### src/rtl/mmio_bus_arbiter_pkg.sv
// ----------------------------------------------------------------------------
// mmio_bus_arbiter_pkg: shared types and constants for the MMIO bus arbiter
// Rev 1.0
// ----------------------------------------------------------------------------
`default_nettype none

package mmio_bus_arbiter_pkg;

   typedef enum logic [1:0] {
      ST_IDLE = 2'd0,
      ST_BUSY = 2'd1,
      ST_GAP  = 2'd2
   } arb_state_t;

   localparam logic [31:0] c_timeout_rdata_def = 32'hDEAD_BEEF;
   localparam logic        c_m0_id             = 1'b0;
   localparam logic        c_m1_id             = 1'b1;

   typedef struct packed {
      logic        write;
      logic [31:0] addr;
      logic [31:0] wdata;
      logic [3:0]  wstrb;
   } mmio_req_t;

   function automatic logic [7:0] sat_inc8(input logic [7:0] v);
      return (v == 8'hFF) ? v : v + 8'd1;
   endfunction

endpackage

`default_nettype wire

### src/rtl/mmio_rr_arb2.sv
// ----------------------------------------------------------------------------
// mmio_rr_arb2: combinational 2-way round-robin pick
// Rev 1.0
// ----------------------------------------------------------------------------
`default_nettype none

module mmio_rr_arb2
   import mmio_bus_arbiter_pkg::*;
(
   input  logic [1:0] req,
   input  logic       last_grant,
   output logic       grant_valid,
   output logic       grant_id
);

   always_comb begin
      grant_valid = |req;
      if (&req)
         grant_id = ~last_grant;
      else
         grant_id = req[1] ? c_m1_id : c_m0_id;
   end

endmodule

`default_nettype wire

### src/rtl/mmio_bus_arbiter.sv
// ----------------------------------------------------------------------------
// mmio_bus_arbiter: round-robin sharing of the MMIO slave port by two masters,
// with a timeout that force-completes stalled transactions. Rev 1.0
// ----------------------------------------------------------------------------
`default_nettype none

module mmio_bus_arbiter
   import mmio_bus_arbiter_pkg::*;
#(
   parameter int          TIMEOUT_CYCLES = 1024,
   parameter logic [31:0] TIMEOUT_RDATA  = c_timeout_rdata_def,
   parameter int          CNT_W          = 10
) (
   input  logic        clk,
   input  logic        resetn,
   input  logic        m0_valid,
   input  logic        m0_write,
   input  logic [31:0] m0_addr,
   input  logic [31:0] m0_wdata,
   input  logic [3:0]  m0_wstrb,
   output logic [31:0] m0_rdata,
   output logic        m0_ready,
   input  logic        m1_valid,
   input  logic        m1_write,
   input  logic [31:0] m1_addr,
   input  logic [31:0] m1_wdata,
   input  logic [3:0]  m1_wstrb,
   output logic [31:0] m1_rdata,
   output logic        m1_ready,
   output logic        s_valid,
   output logic        s_write,
   output logic [31:0] s_addr,
   output logic [31:0] s_wdata,
   output logic [3:0]  s_wstrb,
   input  logic [31:0] s_rdata,
   input  logic        s_ready,
   input  logic        err_clr,
   output logic        timeout_err,
   output logic [7:0]  timeout_cnt,
   output logic        grant_id
);

   localparam logic [CNT_W-1:0] c_to_last = CNT_W'((TIMEOUT_CYCLES == 0) ? 0 : TIMEOUT_CYCLES - 1);
   localparam logic [CNT_W-1:0] c_one     = CNT_W'(1);

   arb_state_t       r_state;
   logic             r_last_grant;
   logic [CNT_W-1:0] r_cnt;
   logic             w_grant_valid;
   logic             w_pick;
   logic             w_timeout;
   logic [31:0]      w_done_rdata;
   mmio_req_t        w_req;

   // Requests are only looked at in IDLE; GAP deliberately masks them.
   mmio_rr_arb2 u_rr (
      .req         ({m1_valid, m0_valid} & {2{r_state == ST_IDLE}}),
      .last_grant  (r_last_grant),
      .grant_valid (w_grant_valid),
      .grant_id    (w_pick)
   );

   always_comb begin
      w_req        = (w_pick == c_m1_id) ? {m1_write, m1_addr, m1_wdata, m1_wstrb}
                                         : {m0_write, m0_addr, m0_wdata, m0_wstrb};
      w_timeout    = (TIMEOUT_CYCLES != 0) && (r_cnt == c_to_last);
      w_done_rdata = s_ready ? s_rdata : TIMEOUT_RDATA;
   end

   always_ff @(posedge clk) begin
      if (!resetn) begin
         r_state      <= ST_IDLE;
         r_last_grant <= c_m1_id;
         r_cnt        <= '0;
         grant_id     <= c_m0_id;
         s_valid      <= 1'b0;
         s_write      <= 1'b0;
         s_addr       <= '0;
         s_wdata      <= '0;
         s_wstrb      <= '0;
         m0_ready     <= 1'b0;
         m1_ready     <= 1'b0;
         m0_rdata     <= '0;
         m1_rdata     <= '0;
         timeout_err  <= 1'b0;
         timeout_cnt  <= '0;
      end else begin
         m0_ready <= 1'b0;
         m1_ready <= 1'b0;
         if (err_clr) begin
            timeout_err <= 1'b0;
            timeout_cnt <= '0;
         end
         case (r_state)
            ST_IDLE: begin
               if (w_grant_valid) begin
                  grant_id                             <= w_pick;
                  {s_write, s_addr, s_wdata, s_wstrb} <= w_req;
                  s_valid                              <= 1'b1;
                  r_cnt                                <= '0;
                  r_state                              <= ST_BUSY;
               end
            end
            ST_BUSY: begin
               r_cnt <= r_cnt + c_one;
               if (s_ready || w_timeout) begin
                  if (grant_id == c_m1_id) begin
                     m1_ready <= 1'b1;
                     m1_rdata <= w_done_rdata;
                  end else begin
                     m0_ready <= 1'b1;
                     m0_rdata <= w_done_rdata;
                  end
                  // A timeout landing with err_clr wins over the clear.
                  if (!s_ready) begin
                     timeout_err <= 1'b1;
                     timeout_cnt <= err_clr ? 8'd1 : sat_inc8(timeout_cnt);
                  end
                  s_valid      <= 1'b0;
                  r_last_grant <= grant_id;
                  r_state      <= ST_GAP;
               end
            end
            ST_GAP:  r_state <= ST_IDLE;
            default: r_state <= ST_IDLE;
         endcase
      end
   end

endmodule

`default_nettype wire

### config.mk
export PLATFORM = sky130hd
export DESIGN_NAME = mmio_bus_arbiter
export DESIGN_NICKNAME = d
export VERILOG_FILES = /design/src/rtl/mmio_bus_arbiter_pkg.sv /design/src/rtl/mmio_rr_arb2.sv /design/src/rtl/mmio_bus_arbiter.sv
export SDC_FILE = /design/constraint.sdc
export NUM_CORES = 1
export LEC_CHECK = 0
export CORE_MARGIN = 3
export CORE_UTILIZATION = 36
export CTS_CLUSTER_DIAMETER = 80
export CTS_CLUSTER_SIZE = 14
export DETAILED_ROUTE_END_ITERATION = 10
export PLACE_DENSITY = 0.8
export SETUP_SLACK_MARGIN = 0.02
export SLEW_MARGIN = 30
export SYNTH_ARGS = -nofsm -noshare
export SYNTH_HDL_FRONTEND = slang
export SYNTH_SLANG_ARGS = --single-unit
### constraint.sdc
create_clock -name clk -period 1.9 [get_ports clk]
set_input_delay 0.285 -clock clk [delete_from_list [all_inputs] [get_ports clk]]
set_output_delay 0.285 -clock clk [all_outputs]
set_load 0.01 [all_outputs]
* After elaboration in Yosys (flattened, before gate mapping)
Cells that the tools add are included.
Widths: inputs -> output; s select.
** Storage, ports and cells
- Bits in latches :: 0
- Bits of input ports :: 176
- Memories :: 0
- Bits in read-only memories :: 0
- Register bits :: 159
- Output and inout port bits :: 146
- Word-level logic and storage cells :: 63
- Memory bits (writable) :: 0
** Cells by class
- Multipliers :: 0
- Add/sub/neg operators :: 2
- Order comparisons :: 0
- Divide/modulo/power cells :: 0
- Equality and inequality tests :: 6
- Reduce and logical (&&, ||, !) cells :: 13
- Muxes and demuxes :: 24
- Shift-type cells :: 0
- Bitwise logic cells :: 3
** Operators by type and width (number)
- $mux 69 :: 1
- $mux 8 :: 6
- $mux 32 :: 1
- $pmux 10 s2 :: 1
- $reduce_and 3->1 :: 4
- $add 10x1->10 const B :: 1
- $eq 10x10->1 const B :: 1
- $mux 1 :: 10
- $mux 10 :: 1
- $reduce_and 2->1 :: 5
- $add 8x1->8 const B :: 1
- $eq 8x8->1 const B :: 1
- $ne 5x5->1 const B :: 1
- $mux 2 :: 2
- $pmux 2 s2 :: 1
- $and 2x2->2 :: 1
- $eq 2x1->1 const B :: 1
- $logic_not 2->1 :: 1
- $ne 2x1->1 const B :: 1
- $ne 2x2->1 const B :: 1
- $not 1->1 :: 2
- $pmux 1 s2 :: 1
- $reduce_bool 2->1 :: 1
- $reduce_or 2->1 :: 1
- $logic_or 1x1->1 :: 1

* Logic depth before layout (Yosys ltp)
- Depth in word-level cells :: 6
- Depth in mapped cells :: 7
- Depth with buffers taken out :: 5

* Hierarchy
From an unflattened synthesis, not the netlist that was laid out.
** Unflattened totals
- Cell total of the unflattened synthesis :: 675
- Area, all modules :: 6954.2 sq um
** By module, submodules not included
- mmio_bus_arbiter :: times used 1, seq. area each 3183.1 sq um, cells an instance 673, area an instance 6940.4 sq um
- mmio_rr_arb2 :: times used 1, seq. area each 0.0 sq um, cells an instance 2, area an instance 13.8 sq um

* Worst setup path after synthesis
Ideal clock, no wire load.
- Path type :: register to register
- Start :: reg r_cnt[0]
- End :: reg m0_rdata[14]
- Setup time :: 0.118 ns
- Data required time :: 1.782 ns
- Period minus slack after synthesis :: 1.861 ns
- Arrival time :: 1.744 ns
- Slack :: 0.039 ns
- Buffers on the path :: 2
- Cell stages (with the launch flop) :: 8
- Cell sequence :: dfxtp_1 > ha_1 > and3_1 > buf_6 > a31oi_4 > or3_1 > buf_6 > a32o_2
** On the way
- Word-level cells in the longest chain between the ends :: 3
** Ends and longest elaborated chain
- start, declared :: RTL line mmio_bus_arbiter.sv:48 : logic [CNT_W-1:0] r_cnt;
- start signal, assigned :: RTL line mmio_bus_arbiter.sv:105 : r_cnt <= r_cnt + c_one;
- $eq 10x10->1 :: RTL line mmio_bus_arbiter.sv:66 : w_timeout = (TIMEOUT_CYCLES != 0) && (r_cnt == c_to_last);
- $logic_or 1x1->1 :: RTL line mmio_bus_arbiter.sv:106 : if (s_ready || w_timeout) begin
- $reduce_and 3->1 (no line)
- end signal, assigned :: RTL line mmio_bus_arbiter.sv:112 : m0_rdata <= w_done_rdata;
- end, declared :: RTL line mmio_bus_arbiter.sv:21 : output logic [31:0] m0_rdata,
Every way passes these cells.
A chain may end at the register's enable or synchronous reset.

* Final worst setup path
- Start :: reg r_cnt[0]
- End :: reg m1_rdata[31]
** On the way
- Word-level cells in the longest chain between the ends :: 3
** Ends and longest elaborated chain
- $eq 10x10->1 :: RTL line mmio_bus_arbiter.sv:66
- $logic_or 1x1->1 :: RTL line mmio_bus_arbiter.sv:106
- $reduce_and 3->1 (no line)
- end signal, assigned :: RTL line mmio_bus_arbiter.sv:109 : m1_rdata <= w_done_rdata;
- end, declared :: RTL line mmio_bus_arbiter.sv:28 : output logic [31:0] m1_rdata,
Every way passes these cells.

==> out/results.txt <==
Clock Pin Slew Worst Setup and Hold Paths -> 60 ps
first-pass GRT wire length -> 34600 um
DP Wirelength -> 15500 um
FFs w/ async S/R, synth -> 0%
drt via density -> 5.44
Worst setup EP type -> register
Clock Latency Late Sink -> 420 ps
fmax -> 549 MHz
Synth area leaders -> dfxtp_1, o221ai_1, a21oi_1, nand2_1, a22o_1
final setup fails -> 0
Mapped Cells -> 659
Yosys top cell by area -> dfxtp_1
root buffer cell -> clkbuf_16
post-layout util -> 62.6%
worst path arrival time -> 2130 ps
WP data required -> 2200 ps
Crit Path Class -> register to register
Mapped Area -> 0.00632 sq mm
row cnt -> 47
CP startpoint kind -> register
total power draw -> 8720 uW
Detail Route Antenna Nets -> 0
max_slew headroom -> 50.1%
placed insts -> 1176
Layout area overhead -> 67.2%
Die Y-Extent -> 139 um
unrepaired setup endpoints after global routing -> no
#FFs+latches synth -> 159
CTS tree -> done
Antenna Cells -> 0
first-iteration detailed-routing DRC count -> 396
Cell variety after synth -> 50
NumNets Final -> 1154
Synth top area share -> 50.3%
fin crit period -> 1820 ps
pin count of the biggest net entering global routing -> 83
fillers -> 1377
Tightest Pin Transition -> 749 ps
setup TNS -> 0 ps
number of synthesized flops with an enable pin -> 0
Hold Path Class -> register to register
status -> completed
maxcap violations -> 0
# IOs -> 322
non-filler cells in the finished layout -> 1208
Mean Syn Cell Area -> 9.60 sq um
clk sinks -> 159
Die Width -> 139 um
CP max FO -> 32
drt wl/cell -> 18.4 um
yosys warns -> 0
CTS Buf Count -> 17
Seq/Total Area, Yosys -> 50.3%
aggregate global-route resource usage -> 21.9%
via count -> 6571
Routed WL -> 22300 um
Pwr per Cell Area -> 825 mW/mm^2
vias in the first global route -> 6386
Core Area -> 0.0169 sq mm
DRC violations left -> 0
hold_buf cts -> 0
die area -> 0.0192 sq mm
final hold viol count -> 0
count of input and output buffers -> 321
Final Skew -> 9.85 ps
final slew viol count -> 0
layout cells sized above 1 -> 12.4%
Final WS setup -> 77.3 ps
iteration count of the initial detailed-routing pass -> 6
GP Congestion -> 0.812
initial antenna violation count -> 0
CTS Buffer Depth -> 2
leakage -> 0.00381 uW
grt ovf -> 0
Final Cycle Share -> 95.9%
most frequent cells in the layout -> clkdlybuf4s50_1, dfxtp_1, a21oi_1
Place WS -> -305 ps
Starting Density -> 37.5%
Setup Fix Bufs, Post-CTS -> 0
ys flop type -> dfxtp_1
Mapped Nets -> 837
Max H-tree Level -> 4
commonest non-fill, non-tap cell in the layout -> clkdlybuf4s50_1
Max VDD drop -> 577 uV
## metal layers
metal | routed length (um) | global-route usage [%] | vias to the layer above
met5 | 0 | 0 | -
met4 | 593 | 7.49 | 0
met3 | 1850 | 6.59 | 38
met2 | 10800 | 37.1 | 298
met1 | 8990 | 26.7 | 3086
li1 | - | - | 3149
## worst paths after layout
path / startpoint / to / slack (ps) / depth (start not counted)
worst max-delay path: r_cnt[0] / m1_rdata[31] / 80 / 7
worst min-delay path: s_wdata[26] / s_wdata[26] / 450 / 2
worst max register to register: r_cnt[0] / m1_rdata[31] / 80 / 7
worst min register to register: s_wdata[26] / s_wdata[26] / 450 / 2
## synthesized netlist by cell type (2+ instances only)
cell / count
or3_1: 4
o31ai_1: 2
a22o_1: 32
a32oi_1: 2
o221ai_1: 69
buf_6: 2
a31oi_1: 3
o221a_2: 24
nand4b_1: 2
nor3_1: 8
o21ai_0: 12
dfxtp_1: 159
a32o_2: 8
nor3_2: 2
nand3_1: 11
ha_1: 2
inv_1: 5
or4_1: 3
clkbuf_1: 39
nand2_1: 82
and3_1: 4
buf_1: 6
nand2b_1: 27
nand4_1: 4
nor2b_1: 3
nand3b_1: 5
nor4_1: 4
a21oi_1: 85
nor2_1: 12
buf_2: 18
## sequential cells by signal, indices dropped and copies added (netlist names)
register	count
m0_rdata	32
s_addr	32
s_valid	1
grant_id	1
m1_rdata	32
timeout_err	1
r_state	2
m0_ready	1
r_last_grant	1
r_cnt	10
timeout_cnt	8
s_wstrb	4
m1_ready	1
s_wdata	32
s_write	1
## report_power, final
part / switching (uW) / internal [uW]
sequential: 120 / 3540
clock: 1440 / 1910
combinational: 757 / 952
total: 2320 / 6400
## metrics by stage
| step | hold WS, ps | area, sq um |
|---|---|---|
| after floorplan | 411 | 6320 |
| after global placement | 437 | 9950 |
| after detailed placement | 442 | 9950 |
| after CTS | 451 | 10500 |
| after global routing | 467 | 10600 |
| final | 451 | 10600 |
## critical path, stage by stage, from the launching register on
cell     delay [ps]
dfxtp_1         340
ha_1            170
and3_4          210
a31oi_4         150
buf_6           180
o21a_4          220
buf_12          170
a22o_1          250
## area by class of cell
class / count / area [sq um] / area share [%]
inverter: 5 / 18.8 / 0.178
sequential: 159 / 3190 / 30.1
timing repair buffer: 363 / 3630 / 34.4
clock buffer: 19 / 453 / 4.28
tap: 220 / 275 / 2.60
clock inverter: 12 / 125 / 1.18
multi-input combinational: 430 / 2880 / 27.2
## cell families after synthesis
group	Yosys count	share of synthesized area, %
AOI/OAI and AO/OA	244	29.4
and+or+nand+nor	181	14.7
DFF	159	50.3
buffers and inverters	71	4.87
adders and majority gates	2	0.396
xor gates and xnor gates	1	0.139
muxes	1	0.158
## timing repair
| action | in CTS | in global routing |
|---|---|---|
| cloned | 0 | 1 |
| endpoints found under the setup margin | 25 | 24 |
| pin swaps | 12 | 0 |
| gates resized for setup | 2 | 5 |
No activity file was read; power rests on OpenSTA's default activity.
